===== src/rtl/stream_mux_arb_pkg.sv =====
// Shared definitions for the stream_mux_arb block: selection-mode encodings.
package stream_mux_arb_pkg;

    // Value of the mode input selecting each grant policy.
    localparam logic MODE_FORCED = 1'b0;
    localparam logic MODE_RR     = 1'b1;

endpackage : stream_mux_arb_pkg


===== src/rtl/stream_mux_arb_rr_arbiter.sv =====
// Round-robin arbiter: grants the first requester found at or after ptr,
// wrapping modulo NCH. Purely combinational; the pointer lives in the caller.
module stream_mux_arb_rr_arbiter #(
    parameter  int NCH  = 4,
    localparam int SELW = $clog2(NCH)
) (
    input  logic [NCH-1:0]  req,
    input  logic [SELW-1:0] ptr,
    output logic [NCH-1:0]  grant,
    output logic [SELW-1:0] idx,
    output logic            found
);

    int pos;

    // Rotating priority search starting at ptr; first hit wins.
    always_comb begin
        // NOTE: every output gets a default before the loop so no path leaves
        // it unassigned, which would otherwise infer a latch.
        grant = '0;
        idx   = '0;
        found = 1'b0;
        pos   = 0;
        for (int i = 0; i < NCH; i++) begin
            pos = int'(ptr) + i;
            if (pos >= NCH) begin
                pos = pos - NCH;
            end
            if (!found && req[pos]) begin
                found      = 1'b1;
                grant[pos] = 1'b1;
                idx        = pos[SELW-1:0];
            end
        end
    end

endmodule : stream_mux_arb_rr_arbiter


===== src/rtl/stream_mux_arb.sv =====
// N-channel valid/ready stream multiplexer with a registered output stage.
// Channel selection is either forced by sel or round-robin across requesters.
module stream_mux_arb
    import stream_mux_arb_pkg::*;
#(
    parameter  int WIDTH = 4,
    parameter  int NCH   = 4,
    localparam int SELW  = $clog2(NCH)
) (
    input  logic               clk,
    input  logic               rst_n,
    input  logic [NCH*WIDTH-1:0] in_data,
    input  logic [NCH-1:0]     in_valid,
    output logic [NCH-1:0]     in_ready,
    input  logic               mode,
    input  logic [SELW-1:0]    sel,
    output logic [WIDTH-1:0]   out_data,
    output logic [SELW-1:0]    out_ch,
    output logic               out_valid,
    input  logic               out_ready
);

    logic [WIDTH-1:0] out_data_q, out_data_d;
    logic [SELW-1:0]  out_ch_q,   out_ch_d;
    logic             out_valid_q, out_valid_d;
    logic [SELW-1:0]  rr_ptr_q,   rr_ptr_d;

    logic [NCH-1:0]   arb_grant;
    logic [SELW-1:0]  arb_idx;
    logic             arb_found;

    logic             sel_in_range;
    logic             forced_any;
    logic [NCH-1:0]   grant_vec;
    logic [SELW-1:0]  grant_idx;
    logic             grant_any;
    logic             load_en;
    logic             xfer;

    stream_mux_arb_rr_arbiter #(.NCH(NCH)) u_rr_arbiter (
        .req   (in_valid),
        .ptr   (rr_ptr_q),
        .grant (arb_grant),
        .idx   (arb_idx),
        .found (arb_found)
    );

    // When NCH is a power of two every sel encoding names a real channel.
    if ((1 << SELW) == NCH) begin : g_sel_full
        assign sel_in_range = 1'b1;
    end else begin : g_sel_partial
        assign sel_in_range = (int'(sel) < NCH);
    end

    assign forced_any = sel_in_range && in_valid[sel];
    assign load_en    = !out_valid_q || out_ready;

    // Pick the grant source for the current mode; data never feeds this path.
    always_comb begin
        if (mode == MODE_RR) begin
            grant_vec = arb_grant;
            grant_idx = arb_idx;
            grant_any = arb_found;
        end else begin
            grant_vec = forced_any ? (NCH'(1) << sel) : '0;
            grant_idx = sel;
            grant_any = forced_any;
        end
    end

    assign in_ready = load_en ? grant_vec : '0;
    assign xfer     = load_en && grant_any;

    // Output register and round-robin pointer next-state.
    always_comb begin
        out_data_d  = out_data_q;
        out_ch_d    = out_ch_q;
        out_valid_d = out_valid_q;
        rr_ptr_d    = rr_ptr_q;
        if (xfer) begin
            out_data_d  = in_data[int'(grant_idx)*WIDTH +: WIDTH];
            out_ch_d    = grant_idx;
            out_valid_d = 1'b1;
            if (mode == MODE_RR) begin
                rr_ptr_d = (grant_idx == SELW'(NCH - 1)) ? '0 : grant_idx + SELW'(1);
            end
        end else if (out_ready) begin
            out_valid_d = 1'b0;
        end
    end

    // State registers; reset drops any held word and rewinds the pointer.
    always_ff @(posedge clk or negedge rst_n) begin
        if (!rst_n) begin
            out_data_q  <= '0;
            out_ch_q    <= '0;
            out_valid_q <= 1'b0;
            rr_ptr_q    <= '0;
        end else begin
            // NOTE: non-blocking assignments so every flop samples pre-edge
            // values regardless of statement order.
            out_data_q  <= out_data_d;
            out_ch_q    <= out_ch_d;
            out_valid_q <= out_valid_d;
            rr_ptr_q    <= rr_ptr_d;
        end
    end

    assign out_data  = out_data_q;
    assign out_ch    = out_ch_q;
    assign out_valid = out_valid_q;

endmodule : stream_mux_arb


===== config.mk =====
export PLATFORM = sky130hd
export DESIGN_NAME = stream_mux_arb
export DESIGN_NICKNAME = d
export VERILOG_FILES = /design/src/rtl/stream_mux_arb_pkg.sv /design/src/rtl/stream_mux_arb_rr_arbiter.sv /design/src/rtl/stream_mux_arb.sv
export SDC_FILE = /design/constraint.sdc
export NUM_CORES = 1
export LEC_CHECK = 0
export CORE_AREA = 2 2 57 59
export DETAILED_ROUTE_END_ITERATION = 7
export DIE_AREA = 0 0 59 61
export HOLD_SLACK_MARGIN = 0.03
export PLACE_DENSITY = 0.69
export SLEW_MARGIN = 20
export SYNTH_ARGS = -nofsm -noshare
export SYNTH_HDL_FRONTEND = slang
export SYNTH_SLANG_ARGS = --single-unit
export TNS_END_PERCENT = 50

===== constraint.sdc =====
create_clock -name clk -period 3.8 [get_ports clk]
set_input_delay 0.57 -clock clk [delete_from_list [all_inputs] [get_ports clk]]
set_output_delay 0.57 -clock clk [all_outputs]
set_load 0.1 [all_outputs]

# Yosys cells after proc, flatten, opt, wreduce, memory -nomap -nowiden
# Index checks and enable logic that the tools add are counted.
dict set report word_totals {
  mem_bits_rw 0
  reg_bits 9
  rom_bits 0
  latchBits 0
  memories 0
  inputBits 26
}
dict set report classes {
  reduce_logical 15
  multipliers 0
  n_addsub 8
  n_eq_ne 1
  magnitude_cmp 13
  bitwise 3
  n_div 0
  muxes 46
  shift 2
}
# op count
set op_table {}
lappend op_table {{$ge A32 B1 Y1 const B} 4}
lappend op_table {{$lt A32 B4 Y1 const B} 4}
lappend op_table {{$mux W32} 4}
lappend op_table {{$ge A32 B4 Y1 const B} 3}
lappend op_table {{$sub A32 B4 Y32 const B} 3}
lappend op_table {{$mux W4} 7}
lappend op_table {{$mux W1} 20}
lappend op_table {{$shiftx A16 B5 Y4} 1}
lappend op_table {{$mux W2} 6}
lappend op_table {{$or A4 B4 Y4} 3}
lappend op_table {{$bmux W1 S2} 5}
lappend op_table {{$demux W1 S2} 4}
lappend op_table {{$logic_and A1 B1 Y1} 8}
lappend op_table {{$add A2 B2 Y3 const B} 2}
lappend op_table {{$logic_not A1 Y1} 4}
lappend op_table {{$shl A1 B2 Y4 const A} 1}
lappend op_table {{$sub A2 B3 Y4 const B} 1}
lappend op_table {{$add A2 B1 Y3 const B} 1}
lappend op_table {{$ge A2 B3 Y1 const B} 1}
lappend op_table {{$lt A2 B3 Y1 const B} 1}
lappend op_table {{$add A2 B1 Y2 const B} 1}
lappend op_table {{$eq A2 B2 Y1 const B} 1}
lappend op_table {{$reduce_and A2 Y1} 1}
lappend op_table {{$reduce_bool A2 Y1} 1}
lappend op_table {{$logic_or A1 B1 Y1} 1}

# Logic depth before layout (Yosys ltp)
dict set report logic_depth {
  ltp_word 18
  ltp_mapped 11
  mapped_depth_nobuf 9
}

# Hierarchy
# From an unflattened synthesis, not the netlist that was laid out.
dict set report hier_totals {
  cells_unflattened 104
  area_unflattened_um2 1077.3
}
# module cells_per_inst seq_area_each_um2 area_per_inst_um2 instances
set modules_own_cells {}
lappend modules_own_cells {stream_mux_arb 56 225.2 616.8 1}
lappend modules_own_cells {stream_mux_arb_rr_arbiter 48 0.0 460.4 1}

# Worst setup path before layout
# OpenSTA, ideal clock, no wires.
dict set report synth_path {
  path_type {reg2out}
  start {register rr_ptr_q[0]}
  end {output in_ready[1]}
  stages_incl_launch_ff 10
  setup_slack_ns -0.207
  arrival_ns 3.437
  cell_sequence {dfrtp_1 -> buf_2 -> inv_1 -> ha_1 -> mux4_2 -> and2b_1 -> a22oi_1 -> o21ai_0 -> a21oi_1 -> nor2_1}
}
dict set report synth_via {
  elab_chain_cells 17
  elab_cells_between_ends 65
  cone_classes {add/sub (7); order compare (12); mux (33); bitwise (3); reduce/logical (10)}
}
# item line_no
set synth_rtl {}
lappend synth_rtl {{start, declared} stream_mux_arb.sv:26} ;# logic [SELW-1:0] rr_ptr_q, rr_ptr_d;
lappend synth_rtl {{start signal, assigned} stream_mux_arb.sv:105} ;# rr_ptr_q <= rr_ptr_d;
lappend synth_rtl {{parallel branches: the longest is 14 deep, another holds $sub A32 B4 Y32} -}
lappend synth_rtl {{$mux W4 *} stream_mux_arb_rr_arbiter.sv:29} ;# if (!found && req[pos]) begin
lappend synth_rtl {{$mux W4 *} stream_mux_arb.sv:60} ;# if (mode == MODE_RR) begin
lappend synth_rtl {{$mux W4 *} stream_mux_arb.sv:71} ;# assign in_ready = load_en ? grant_vec : '0;
lappend synth_rtl {{end, declared} stream_mux_arb.sv:14} ;# output logic [NCH-1:0] in_ready,
# Mark *: on every way between the ends. The select of a mux whose other input is x is not followed.

# Worst setup path after layout
dict set report layout_path {
  start {register rr_ptr_q[1]}
  end {output in_ready[2]}
}
# Same word-level chain as after synthesis.

==> summary by stage <==
Die
The initial utilization of the core area, before any placement, comes to 0.340. The boundary pin count is 37. In this run the vertical extent of the chip is between 60 and 70 um. The total die area is 3600 um2. The placeable core area is 2950 um2. From left edge to right edge, the die measures 59 um. The total number of placement rows is 20.

Clock network
The tree is rooted in a sky130_fd_sc_hd__clkbuf_4. TritonCTS created 3 clock buffers. The number of buffers between clock root and the deepest sink is 2. The clock input transition at the sequential cells of the worst setup and hold paths is 0.07 ns. The number of levels the H-tree was split into is 1. The number of buffers added to fix hold violations after cts is 0.

The tree built by TritonCTS fans out to 9 sinks. The later-pin clock latency in the skew report is 0.26 ns. TritonCTS built the clock tree.

Route
The post-detailed-route DRC marker count is 0. Summing over every cut layer, the via total after detailed routing is 1023. The count of nets left with antenna violations once routing finished came out at 0. For this run, the detailed router's first-pass iteration total came to 4. The routed wire length is 2.61 mm. In the final routed layout, each cell accounts on average for 14.5 um. The number of DRC markers in iteration 0 is 37. Using the TritonRoute via totals, the vias-per-cell ratio works out to 5.68.

Timing
The smallest setup slack after layout is 0.230 ns. Final hold analysis gives a worst-case slack of 0.514 ns. The slew of the pin with the lowest slew margin is 0.986 ns. The share of the cycle needed by the critical path after routing is 0.940.

The clock skew is about 0.0029 ns. The total count of hold-check failures in the final report is 0. The summed negative setup slack over all endpoints is 0 ns.

The final setup violation count is 0. The worst pin sits at a relative slew slack of 0.341. The final number of max-transition violations is 0. The clock period could shrink to roughly 3.6 ns. The maximum clock frequency is 280 MHz.

Setup repair after global routing left no endpoint under its margin.

Logic synthesis
The cell count after synthesis is 110. Counting distinct cell types in the post-synthesis netlist gives 38. Of all flip-flops after synthesis, the portion carrying an async set or reset was 1.00. The combined area of all synthesized cells is 1000 um2. Among all flip-flop cells after synthesis, the most frequent one is sky130_fd_sc_hd__dfrtp_1. The average instance area after synthesis is 9.13 um2. The number of register bits inferred by synthesis is 9. For this run, the register share of the synthesized area comes to 0.224.

The total number of yosys warnings is 0. The net count after synthesis is 142. The number of synthesized flops with an enable pin is 0.

Finish
In the final layout, the share of cells above drive strength 1 is 0.129. The library cell used most frequently in the layout, excluding fill and tap cells, is sky130_fd_sc_hd__clkdlybuf4s50_1. The area growth from synthesis to layout is 43.7%. In the layout the commonest cells are sky130_fd_sc_hd__clkdlybuf4s50_1 (32), sky130_fd_sc_hd__nor2_1 (15), sky130_fd_sc_hd__a22oi_1 (8), sky130_fd_sc_hd__mux2i_1 (8), sky130_fd_sc_hd__dfrtp_1 (8). The final antenna diode count is 0. The finished layout cell area is 1440 um2. The number of nets in the finished design is 180.

GRT
The initial antenna violation count is 0. The first global-routing pass estimated 4.22 mm of wire. The via count of the first global-routing pass is between 900 and 1000. In the global route stage, overall resource usage came out at 0.156. The leftover overflow at the end of global routing is 0. The largest net degree at the start of global routing is 14.

Worst setup path
Data on the critical path is required at its endpoint by ~3.2 ns. The worst reg2reg path depth is 7. Of all nets on the critical path, the largest fanout is 7. The worst setup path is of the reg2out kind.

The worst setup path is captured at a primary output. The arrival time at the worst endpoint is ~3 ns. The worst setup path is launched from a register.

Place
The final HPWL from detailed placement is 2.04 mm. The worst setup timing slack at the placement stage is between 0.3 and 0.4 ns. Port buffering added 36 buffers. The placer congestion estimate is ~0.90. The placed instances occupy a cell area of between 1000 and 1500 um2.

Pwr
After layout, the design draws a total of 0.00109 W. Summed over all cells, the static leakage comes to 0.581 nW. The areal power density over the cells is 757 nW/um2. IR analysis of the VDD net gives a maximum drop of between 400 and 500 uV.

Run status
The run finished with clean final reports.

Flow run
The number of max-cap violations is 0.

Worst hold path
The worst hold path cell count is 2. The tightest min-delay check is of the reg2reg type.
final cells by class:
type                       instances  area, um2
sequential                         9        226
timing repair buffer              38        415
tap                               33       41.3
multi-input combinational         89        708
inverter                           7       26.3
clock buffer                       4       26.3
fill                             290       1510
cell usage after synthesis, drive strengths merged (2+ instances only):
library cell / number / area [um2]
a21oi: 3 / 15.0
mux2i: 8 / 80.1
a221oi: 4 / 35.0
nand2: 4 / 15.0
nand3: 4 / 20.0
mux2: 2 / 22.5
nor2: 17 / 63.8
inv: 7 / 26.3
dfrtp: 9 / 225
a32oi: 3 / 26.3
mux4: 4 / 97.6
nor2b: 3 / 26.3
o21ai: 6 / 30.0
a22oi: 8 / 60.1
nor3b: 2 / 15.0
ha: 6 / 75.1
buf: 4 / 42.5
path summary, 6_finish.rpt:
check	start	endpoint	slack, ns
setup / recovery	rr_ptr_q[1]	in_ready[2]	0.23
setup reg to reg	rr_ptr_q[1]	rr_ptr_q[1]	0.63
hold / removal	out_ch[1]	out_ch[1]	0.51
hold reg to reg	out_ch[1]	out_ch[1]	0.51
max in group asynchronous	rst_n	rr_ptr_q[0]	2.87
min in group asynchronous	rst_n	out_data[3]	0.61
metal layers:
metal / wire length (um) / share of wire / global-route usage
met4: 43 / 0.016 / 0.0682
met1: 1090 / 0.42 / 0.185
met3: 144 / 0.055 / 0.0171
met2: 1330 / 0.51 / 0.283
met5: 0 / 0 / 0
cell families after synthesis:
group | after synthesis | synth area share
fa+ha+maj | 6 | 0.0747
flops | 9 | 0.224
simple gates | 39 | 0.201
buf+inv | 12 | 0.0760
mux | 14 | 0.199
compound gates | 30 | 0.225
where the power goes:
group | internal, W | total [W] | switching, W
clock | 0.0000406 | 0.0000769 | 0.0000363
sequential | 0.000135 | 0.000167 | 0.0000316
combinational | 0.000300 | 0.000850 | 0.000550
total | 0.000476 | 0.00109 | 0.000618
timing repair:
item                                    4_1_cts  5_1_grt
buffers inserted                              0        1
hold endpoints to repair                      0        0
resized for setup                             0        1
endpoints found under the setup margin        0        4
metrics by stage:
step                      cells  utilization
after floorplan             110            -
after global placement      175        0.477
after detailed placement    175        0.477
after CTS                   179        0.486
after global routing        180        0.489
final                       180        0.489
sequential cells by signal, summed over array words and instances, names as in the netlist:
| name | cells |
|---|---|
| out_ch | 2 |
| out_valid | 1 |
| rr_ptr_q | 2 |
| out_data | 4 |
critical path, stage by stage, from the launching register on:
cell	delay, ns
sky130_fd_sc_hd__dfrtp_1	0.50
sky130_fd_sc_hd__inv_1	0.14
sky130_fd_sc_hd__ha_1	0.42
sky130_fd_sc_hd__mux4_2	0.60
sky130_fd_sc_hd__and2b_1	0.29
sky130_fd_sc_hd__a22oi_1	0.08
sky130_fd_sc_hd__o21ai_0	0.22
sky130_fd_sc_hd__a32oi_1	0.10
sky130_fd_sc_hd__nor2_1	0.19
sky130_fd_sc_hd__buf_12	0.20
(Power assumes the default switching activity.)
==> RTL change, RTL diff (same flow settings) <==
Change the parameter `WIDTH` from 4 to 3.
--- a/src/rtl/stream_mux_arb.sv
+++ b/src/rtl/stream_mux_arb.sv
@@ -3,7 +3,7 @@
 module stream_mux_arb
     import stream_mux_arb_pkg::*;
 #(
-    parameter  int WIDTH = 4,
+    parameter  int WIDTH = 3,
     parameter  int NCH   = 4,
     localparam int SELW  = $clog2(NCH)
 ) (
Ports: changed (resized in_data and out_data); port bits go from 37 to 32. No check against the original RTL was run, so the function may have changed too.
==> RTL change against the unedited design <==
- wire length up 0.42%
- first-iteration DRC count down 2.7%
- setup slack lost 27 ps
- die area stayed put
- power up 11%
- final area rose by 1.4%
- via count down 0.98%
- synthesized area up 1.0%
- global-route usage decreased by 0.36 points
- sequential cell count fell by 1
- combinational power rose by 17%
- critical path type unchanged
==> RTL change: results (changes against the unedited design) <==
clock network area share=1.54% (was 1.82%); Logic inverters=4 (was 7); sequential share of cell area=13.7% (was 15.7%); Post-Synth Adder-Cell Area=6.17% (was 7.47%); largest net degree at the start of global routing=19 (was 14); layout cells sized above 1=19.7% (was 12.9%); routability cong.=0.873 (was 0.895); share of the synthesized area in compound gates (AO/OA/AOI/OAI)=26.0% (was 22.5%); DR vias=1013 (was 1023); CLK BUF=3 (was 4); Leak=0.000559 uW (was 0.000581 uW); run status=finished clean (unchanged); synth unique cells=41 (was 38); combinational fraction of design power=81.9% (was 77.7%); NonClk Buf Share=25.5% (was 28.8%); Reg clk slew, reported paths=50 ps (was 70 ps); drt pass-1 iters=5 (was 4); GRT Overall Usage=15.2% (was 15.6%); Syn Nets=134 (was 142); synth cell count leaders=mux2i_1, o21ai_0, dfrtp_1, nand2_1 (was nor2_1, dfrtp_1, a22oi_1, mux2i_1, inv_1); post-placement cell area=1440 um^2 (was 1410 um^2); fill cell count=273 (was 290); gate count of the mapped netlist=107 (was 110); final wirelength=2.62 mm (was 2.61 mm); routed wire length per instance=15.4 um (was 14.5 um); Worst Hold Launch=out_ch[0] (was out_ch[1]); hpwl dp=2.12 mm (was 2.04 mm); power per cell area=831 nW/um^2 (was 757 nW/um^2); pre-CTS setup slack=297 ps (was 384 ps); Power Sequential=154 uW (was 167 uW); IO buf count=31 (was 36); max incr delay on CP=620 ps (was 600 ps); placed cells=167 (was 175); count of multi-input gates=88 (was 89); Fin Hold WS=486 ps (was 514 ps); post-synthesis mux area share=24.3% (was 19.9%); Worst Clk Skew=1.11 ps (was 2.91 ps); Sw Share=57.3% (was 56.5%); Endpoint, Worst Hold=out_ch[0] (was out_ch[1]); Seq cells=8 (was 9); first-pass GRT wire length=4.15 mm (was 4.22 mm); CP Max Fanout=9 (was 7); area delta synth->final=44.3% (was 43.7%); synth top area cells=dfrtp_1, mux4_2, mux2i_1 (was dfrtp_1, mux2i_1, ha_1)
RTL change: worst max path at each step:
stage / slack [ps] / start / to
floorplan: -60 / rr_ptr_q[0] / in_ready[3]
global placement: 370 / in_valid[3] / in_ready[3]
detailed placement: 300 / in_valid[3] / in_ready[3]
CTS: 220 / rr_ptr_q[1] / in_ready[3]
global route: 40 / rr_ptr_q[1] / in_ready[3]
finish: 200 / rr_ptr_q[1] / in_ready[3]
RTL change: metal layers:
layer | track usage [%] | up-vias | part of all wire [%]
li1 | - | 485 | -
met1 | 17.6 | 500 | 41
met2 | 27.3 | 21 | 54
met4 | 5.52 | 0 | 2.3
met5 | 0 | - | 0
met3 | 3.62 | 7 | 2.6
RTL change: cells by family (layout without fill, tap and decap cells):
logic type | after synthesis | in the layout
flops | 8 | 8
buf+inv | 11 | 41
compound gates | 35 | 35
mux | 18 | 18
simple gates | 30 | 30
fa+ha+maj | 5 | 5
